`src/rtl/cpu_pkg.sv`:
```
// cpu_pkg: opcode constants and sequencer state encoding shared by the accumulator CPU
package cpu_pkg;
  localparam logic [3:0] LDA = 4'd0;
  localparam logic [3:0] STA = 4'd1;
  localparam logic [3:0] ADD = 4'd2;
  localparam logic [3:0] SUB = 4'd3;
  localparam logic [3:0] JMP = 4'd4;
  localparam logic [3:0] JMI = 4'd5;
  localparam logic [3:0] JEQ = 4'd6;
  localparam logic [3:0] STP = 4'd7;
  localparam logic [3:0] LDI = 4'd8;
  localparam int OPC_MAX_LEGAL = 8;
  typedef enum logic [2:0] {ST_IDLE, ST_FETCH, ST_EXEC1, ST_EXEC2, ST_HALT} seq_state_t;
endpackage

```
`src/rtl/cpu_sequencer_sat_counter.sv`:
```
// sat_counter: up-counter that sticks at all-ones instead of wrapping
module sat_counter #(
  parameter int W = 16
) (
  input  logic         CLK,
  input  logic         RESET,
  input  logic         INC,
  output logic [W-1:0] Q
);
  logic [W-1:0] q_q, q_d;
  always_comb q_d = (INC && q_q != '1) ? q_q + 1'b1 : q_q;
  always_ff @(posedge CLK or posedge RESET)
    if (RESET) q_q <= '0;
    else q_q <= q_d;
  assign Q = q_q;
endmodule

```
`src/rtl/cpu_sequencer.sv`:
```
// cpu_sequencer: fetch/execute phase sequencer with run, single-step and halt control
module cpu_sequencer
  import cpu_pkg::*;
#(
  parameter int INSTR_W = 16,
  parameter int OPC_W   = 4,
  parameter int CNT_W   = 16
) (
  input  logic                     CLK,
  input  logic                     RESET,
  input  logic                     RUN,
  input  logic                     STEP,
  input  logic [INSTR_W-1:0]       INSTR,
  input  logic                     EXTRA,
  output logic                     FETCH,
  output logic                     EXEC1,
  output logic                     EXEC2,
  output logic [OPC_W-1:0]         IR,
  output logic [INSTR_W-OPC_W-1:0] OPERAND,
  output logic                     BUSY,
  output logic                     HALTED,
  output logic                     ILLEGAL,
  output logic                     INSTR_DONE,
  output logic [CNT_W-1:0]         CYCLE_CNT,
  output logic [CNT_W-1:0]         INSTR_CNT
);
  seq_state_t state_q, state_d;
  logic [OPC_W-1:0] ir_q, ir_d;
  logic [INSTR_W-OPC_W-1:0] operand_q, operand_d;
  logic illegal_q, illegal_d;
  logic fetch_q, exec1_q, exec2_q, busy_q, halted_q;
  logic stp, bad, done;
  assign stp = ir_q == OPC_W'(STP);
  assign bad = ir_q > OPC_W'(OPC_MAX_LEGAL);
  always_comb begin
    state_d   = state_q;
    ir_d      = ir_q;
    operand_d = operand_q;
    illegal_d = illegal_q;
    done      = 1'b0;
    case (state_q)
      ST_IDLE:  state_d = (RUN || STEP) ? ST_FETCH : ST_IDLE;
      ST_FETCH: begin
        ir_d      = INSTR[INSTR_W-1 -: OPC_W];
        operand_d = INSTR[INSTR_W-OPC_W-1:0];
        state_d   = ST_EXEC1;
      end
      ST_EXEC1: begin
        done      = stp || bad || !EXTRA;
        illegal_d = bad;
        state_d   = (stp || bad) ? ST_HALT : EXTRA ? ST_EXEC2 : RUN ? ST_FETCH : ST_IDLE;
      end
      ST_EXEC2: begin
        done    = 1'b1;
        state_d = RUN ? ST_FETCH : ST_IDLE;
      end
      default: ;
    endcase
  end
  // strobes are decoded from the next state so they line up with the state register
  always_ff @(posedge CLK or posedge RESET)
    if (RESET) begin
      state_q   <= ST_IDLE;
      ir_q      <= '0;
      operand_q <= '0;
      illegal_q <= 1'b0;
      fetch_q   <= 1'b0;
      exec1_q   <= 1'b0;
      exec2_q   <= 1'b0;
      busy_q    <= 1'b0;
      halted_q  <= 1'b0;
    end else begin
      state_q   <= state_d;
      ir_q      <= ir_d;
      operand_q <= operand_d;
      illegal_q <= illegal_d;
      fetch_q   <= state_d == ST_FETCH;
      exec1_q   <= state_d == ST_EXEC1;
      exec2_q   <= state_d == ST_EXEC2;
      busy_q    <= state_d inside {ST_FETCH, ST_EXEC1, ST_EXEC2};
      halted_q  <= state_d == ST_HALT;
    end
  assign FETCH      = fetch_q;
  assign EXEC1      = exec1_q;
  assign EXEC2      = exec2_q;
  assign IR         = ir_q;
  assign OPERAND    = operand_q;
  assign BUSY       = busy_q;
  assign HALTED     = halted_q;
  assign ILLEGAL    = illegal_q;
  assign INSTR_DONE = done;
  sat_counter #(.W(CNT_W)) u_cycle_cnt (.CLK(CLK), .RESET(RESET), .INC(busy_q), .Q(CYCLE_CNT));
  sat_counter #(.W(CNT_W)) u_instr_cnt (.CLK(CLK), .RESET(RESET), .INC(done), .Q(INSTR_CNT));
endmodule

```
`config.mk`:
```
export PLATFORM = sky130hd
export DESIGN_NAME = cpu_sequencer
export DESIGN_NICKNAME = d
export VERILOG_FILES = /design/src/rtl/cpu_pkg.sv /design/src/rtl/cpu_sequencer_sat_counter.sv /design/src/rtl/cpu_sequencer.sv
export SDC_FILE = /design/constraint.sdc
export NUM_CORES = 1
export LEC_CHECK = 0
export BUFFER_PORTS_ARGS = -buffer_cell sky130_fd_sc_hd__buf_4
export CAP_MARGIN = 30
export CORE_MARGIN = 5
export CORE_UTILIZATION = 51
export DETAILED_ROUTE_END_ITERATION = 7
export PLACE_DENSITY = 0.88
export SLEW_MARGIN = 20
export SYNTH_ARGS = -nofsm -noshare
export SYNTH_HDL_FRONTEND = slang
export SYNTH_SLANG_ARGS = --single-unit
```
`constraint.sdc`:
```
create_clock -name CLK -period 1.9 [get_ports CLK]
set_input_delay 0.285 -clock CLK [delete_from_list [all_inputs] [get_ports CLK]]
set_output_delay 0.285 -clock CLK [all_outputs]
set_load 0.05 [all_outputs]
```
==> results of run 1 <==
[cell families (layout without fill, tap and decap cells)]
family	count (synthesis)	count (layout)	share of synthesized area, %
multiplexers	19	19	8.34
adder cells (fa/ha/maj)	2	2	0.964
AO/OA/AOI/OAI	19	19	6.02
XOR/XNOR	27	27	9.11
buffers and inverters	9	112	1.49
flip-flops	57	57	54.9
AND/OR/NAND/NOR	83	83	19.1
[report_power, final]
group	internal (W)	switching [W]	total [W]	leakage, nW
Clock	0.000639	0.000459	0.00110	0.0974
Sequential	0.00158	0.000398	0.00198	0.707
Combinational	0.000994	0.00178	0.00277	0.875
[cell type report]
cell class,count,share of cell area (%)
tap,70,2.44
timing repair buffer,89,19.2
sequential,57,40.1
clock buffer,13,4.14
clock inverter,3,1.11
multi-input combinational,150,32.1
inverter,7,0.801
[what timing repair did]
item / in CTS / in global routing
endpoints found under the setup margin: 1 / 2
pin swaps: 3 / 3
endpoints found under the hold margin: 20 / 0
gates resized for setup: 4 / 1
hold buffers: 1 / 0
buffers inserted: 5 / 1
[synthesized netlist by cell type, types with 2 or more instances]
master | instances | area share (%)
nor3_2 | 3 | 1.2
mux2_2 | 17 | 7.4
nand3_1 | 13 | 2.5
nand2_1 | 17 | 2.5
a21oi_1 | 4 | 0.77
nand4_1 | 6 | 1.4
o211ai_1 | 2 | 0.58
nand4_2 | 2 | 0.96
xnor2_1 | 15 | 5.1
and3_1 | 2 | 0.48
xor2_1 | 12 | 4.0
dfrtp_1 | 57 | 55
nor4b_2 | 2 | 1.2
and4_1 | 3 | 1.0
nor2_1 | 14 | 2.0
o21ai_0 | 2 | 0.39
nor3b_1 | 3 | 0.87
nor4_1 | 2 | 0.48
nor3_1 | 6 | 1.2
ha_1 | 2 | 0.96
buf_2 | 2 | 0.39
inv_1 | 6 | 0.87
[flip-flops by register name (all words and copies together), names as in the netlist]
register / cells
HALTED: 1
ILLEGAL: 1
OPERAND: 12
u_instr_cnt.Q: 16
EXEC1: 1
FETCH: 1
BUSY: 1
IR: 4
u_cycle_cnt.Q: 16
state_q: 3
EXEC2: 1
[worst paths after layout]
path	to	slack, ps	cells past startpoint
max	INSTR_DONE	-80	5
max reg2reg	HALTED$_DFF_PP0_	80	8
min	OPERAND[11]$_DFFE_PP0N_	180	2
min in group asynchronous	u_instr_cnt.Q[13]$_DFFE_PP0P_	520	3
max in group asynchronous	u_cycle_cnt.Q[5]$_DFFE_PP0P_	810	4
min reg2reg	u_cycle_cnt.Q[7]$_DFFE_PP0P_	500	1
[cell usage in the layout (no fill, tap or decap), types with 2 or more instances in the layout]
cell,instances
dfrtp_2,12
xor2_1,12
o21ai_0,2
nor2_1,14
ha_1,2
buf_4,86
clkinv_2,2
and3_1,2
clkbuf_8,10
a21oi_1,4
nor4_2,2
nand4_1,6
nand4_2,2
nand3_1,13
mux2_2,17
nand2_1,17
inv_1,5
dfrtp_1,45
xnor2_1,15
clkbuf_1,3
nor3_2,3
nor3b_1,2
o211ai_1,2
and4_1,3
nor3_1,6
nor4b_2,2
[per-layer routing]
layer	GRT usage [%]	vias up	part of all wire [%]
met5	0	-	0
met4	12.0	0	2.1
met3	4.43	14	4.9
met2	34.7	60	53
met1	23.5	996	40
li1	-	966	-
[through the flow]
stage          util [%]  setup WS (ps)  TNS, ps
5_1_grt            71.7           -127     -127
2_1_floorplan         -          -18.1    -18.1
3_5_place_dp       66.3            106        0
4_1_cts            71.4           -121     -121
3_3_place_gp       66.3            129        0
6_report           71.7          -81.8    -81.8
==> flow_summary.ini, run 1 <==
[grt]
grt_pass1_vias = 2165
overflow = 0
grt_max_degree = 38
grt_pass1_wl_mm = 10.1
grt_usage_pct = 20.4
antenna_found_initial = 0

[sta]
fin_ws_ps = -81.8
finalHoldViolCount = 0
min_period_ps = 1980
clock.fmax_mhz = 505
worst_pin_slew_ps = 467
rsz0062_at_grt = yes
hold_slack_ps = 180
skew_ps = 10.2
slew_viol_final = 0
setup_viol = 1
max_slew_margin_pct = 68.8
finalCritPeriodShare_pct = 104

[outcome]
status = finished with violations
violations = setup timing

[placement]
io_buffer_count = 75
dp_hpwl_mm = 4.39
dpl-instance-area_um2 = 3320
gp_congestion = 0.879
dp_cells = 366

[floorplan]
core-area_um2 = 5010
die_x_um = 81.4
dieArea_um2 = 6620
rows = 26
initial_core_util_pct = 51.8
die_y_um = 81.4
ios = 76

[route]
antenna_left = 0
drc = 0
vias = 2036
drt_iter0_markers = 71
vias_per_cell = 5.23
totalWireLength_mm = 6.05
post_drt_wl_per_cell_um = 15.6
first_pass_iters = 4

[worst_setup_path]
r2r-start = IR[1]$_DFFE_PP0N_
crit_path_cell_trace = a21o_4, a2111oi_4, or2_4, inv_4, buf_8
arrival_ps = 1700
cp-start-kind = register
max_stage_delay_ps = 430
crit_fanout = 3
crit_path_end_kind = primary output
cp_data_required_time_ps = 1620
crit_slowest_cell = dfrtp_2
crit_path_start = IR[1]$_DFFE_PP0N_
cp_top_family = compound AO/OA/AOI/OAI gates
critical_path_class = register to primary output
crit_buf_inv = 2

[hold_path]
hp-start = INSTR[11]
hp-class = primary input to register

[cts]
clockBufferDepth = 2
cts_tree = done
cts_sinks = 57
clk_latency_ps = 330
root_buffer = clkbuf_8
clkTransAtPathRegs_ps = 60
htreeDepth = 3
cts_inserted_buffers = 9

[logic_synthesis]
synth_area_per_cell_um2 = 12.0
synth_ff_type = dfrtp_1
synth_cell_type_count = 46
synth-edff-count = 0
synth_warnings = 0
synthArstFlopShare_pct = 100
syn_area_um2 = 2600
syn_nets = 239
synth_seq_cells = 57
synth_cells = 216
yosysSeqAreaShare_pct = 54.9

[final_layout]
fill_cells = 373
area_delta_synth_final_pct = 38.4
regArea_um2 = 1440
multi_input_area_um2 = 1150
drive_gt1_share_pct = 47.6
antenna_cells = 0
fin_cells = 389
nets = 337
final_area_um2 = 3590

[power_and_ir_drop]
power.total_w = 0.00585
power_density_nw_per_um2 = 1630
p_leak_nw = 1.68
vdd_drop_max_uv = 1030

[run]
drv_cap = 0
Power figures use the tool's default switching activity.
==> inputs of run 2 (changes only) <==
CORE_UTILIZATION = 45   (was 51)
PLACE_DENSITY = 0.8   (was 0.88)
==> flow_summary.ini, run 2 (synthesis results as in run 1) <==
[outcome]
status = finished with violations
violations = setup timing

[power_and_ir_drop]
vdd_drop_max_uv = 1100
p_sw_w = 0.00260
intPower_w = 0.00323
p_leak_nw = 1.68
power.total_w = 0.00582
pwr-share-seq_pct = 33.7
clockPowerShare_pct = 18.7
p_comb_share_pct = 47.6
power_density_nw_per_um2 = 1620
swShare_pct = 44.6

[cts]
cts_sinks = 57
root_buffer = clkbuf_8
cts_inserted_buffers = 9
holdBufCountCts = 0
cts_tree = done
htreeDepth = 3
clockBufferDepth = 2
clkTransAtPathRegs_ps = 60
clk_latency_ps = 320

[sta]
worst_pin_slew_ps = 557
skew_ps = 4.84
max_slew_margin_pct = 62.8
min_period_ps = 1990
finalHoldViolCount = 0
fin_ws_ps = -86.2
clock.fmax_mhz = 503
finalSetupTns_ps = -86.2
hold_slack_ps = 17.4
slew_viol_final = 0
finalCritPeriodShare_pct = 105
rsz0062_at_grt = yes
setup_viol = 1

[floorplan]
dieArea_um2 = 7390
die_x_um = 86.0
initial_core_util_pct = 46.9
core-area_um2 = 5540
ios = 76
die_y_um = 86.0
rows = 27

[worst_setup_path]
cp_data_required_time_ps = 1620
crit_path_end_kind = primary output
max_stage_delay_ps = 440
cp-start-kind = register
crit_path_cell_trace = a21o_4, a2111oi_4, or2_4, inv_4, buf_8
arrival_ps = 1700
critical_path_class = register to primary output
crit_slowest_cell = dfrtp_2
crit_fanout = 4

[final_layout]
multi_input_area_um2 = 1150
drive_gt1_share_pct = 48.6
nets = 337
final_area_um2 = 3590
regArea_um2 = 1440
final_common_cell = buf_4
fill_cells = 470
most-common-layout-cells = buf_4 (87), dfrtp_1 (45), mux2_2 (17), nand2_1 (17), xnor2_1 (15)
area_delta_synth_final_pct = 38.4
antenna_cells = 0

[route]
drt_iter0_markers = 45
vias_per_cell = 5.08
totalWireLength_mm = 5.49
vias = 1988
first_pass_iters = 4
antenna_left = 0
post_drt_wl_per_cell_um = 14.0
drc = 0

[grt]
grt_usage_pct = 16.1
grt_pass1_vias = 2140
overflow = 0
grt_max_degree = 33
grt_pass1_wl_mm = 9.54
antenna_found_initial = 0

[placement]
dpl-instance-area_um2 = 3320
dp_hpwl_mm = 4.12
io_buffer_count = 75
gp_congestion = 0.778

[hold_path]
hp-class = primary input to async pin

[run]
drv_cap = 0
[run 2: changes by cell type in the layout (fill, tap and decap cells not counted)]
cell	before	now
nor4_1	1	2
clkinv_2	2	4
nor4_2	2	1
buf_4	86	87
clkbuf_1	3	0
dlygate4sd3_1	1	0
clkinvlp_4	0	1
[run 2: what timing repair did]
action,CTS,global route
resized for setup,4,0
endpoints found under the setup margin,1,1
pin swaps,3,3
setup buffers,6,2
[run 2: area by class of cell]
type / count / area share [%]
Clock buffer: 10 / 3.83
Clock inverter: 6 / 1.60
Tap cell: 72 / 2.51
Timing Repair Buffer: 89 / 19.2
Sequential cell: 57 / 40.1
Multi-Input combinational cell: 150 / 32.0
Inverter: 7 / 0.801
[run 2: power by group through the flow]
stage               registers [W]  logic, W  clock network [W]
finish                    0.00196   0.00277            0.00109
global route              0.00202   0.00292            0.00118
CTS                       0.00196   0.00277            0.00112
floorplan                 0.00305  0.000732                  0
global placement          0.00195   0.00261                  0
detailed placement        0.00198   0.00266                  0
[run 2: final timing paths]
check	startpoint	endpoint	depth (start not counted)	slack [ps]
max in group asynchronous	RESET	IR[1]$_DFFE_PP0N_	3	1320
min in group CLK	INSTR[13]	IR[1]$_DFFE_PP0N_	2	190
setup / recovery	IR[1]$_DFFE_PP0N_	INSTR_DONE	5	-90
hold reg to reg	ILLEGAL$_DFFE_PP0P_	ILLEGAL$_DFFE_PP0P_	2	490
hold / removal	RESET	u_cycle_cnt.Q[0]$_DFFE_PP0P_	2	20
setup reg to reg	IR[1]$_DFFE_PP0N_	HALTED$_DFF_PP0_	8	110
[run 2: critical path: cells and delay by family (launching register included)]
kind	cells	cell delay (ps)
AND/OR/NAND/NOR	1	200
buffers and inverters	2	180
AO/OA/AOI/OAI	2	560
flip-flops	1	440
[run 2: stage by stage]
step                      setup WS (ps)  instances  util (%)
after floorplan                   -18.1        216         -
after global placement              127        367      59.9
after detailed placement            108        367      59.9
after CTS                          -127        389      64.6
after global routing               -153        391      64.8
final                             -86.2        391      64.8
[run 2: layer usage]
layer  global-route usage, %  up-vias  share of wire, %
met4                    5.47        0               1.5
li1                        -      964                 -
met2                    26.5       60                47
met3                    5.86       11               7.5
met1                    19.4      953                44
met5                       0        -                 0
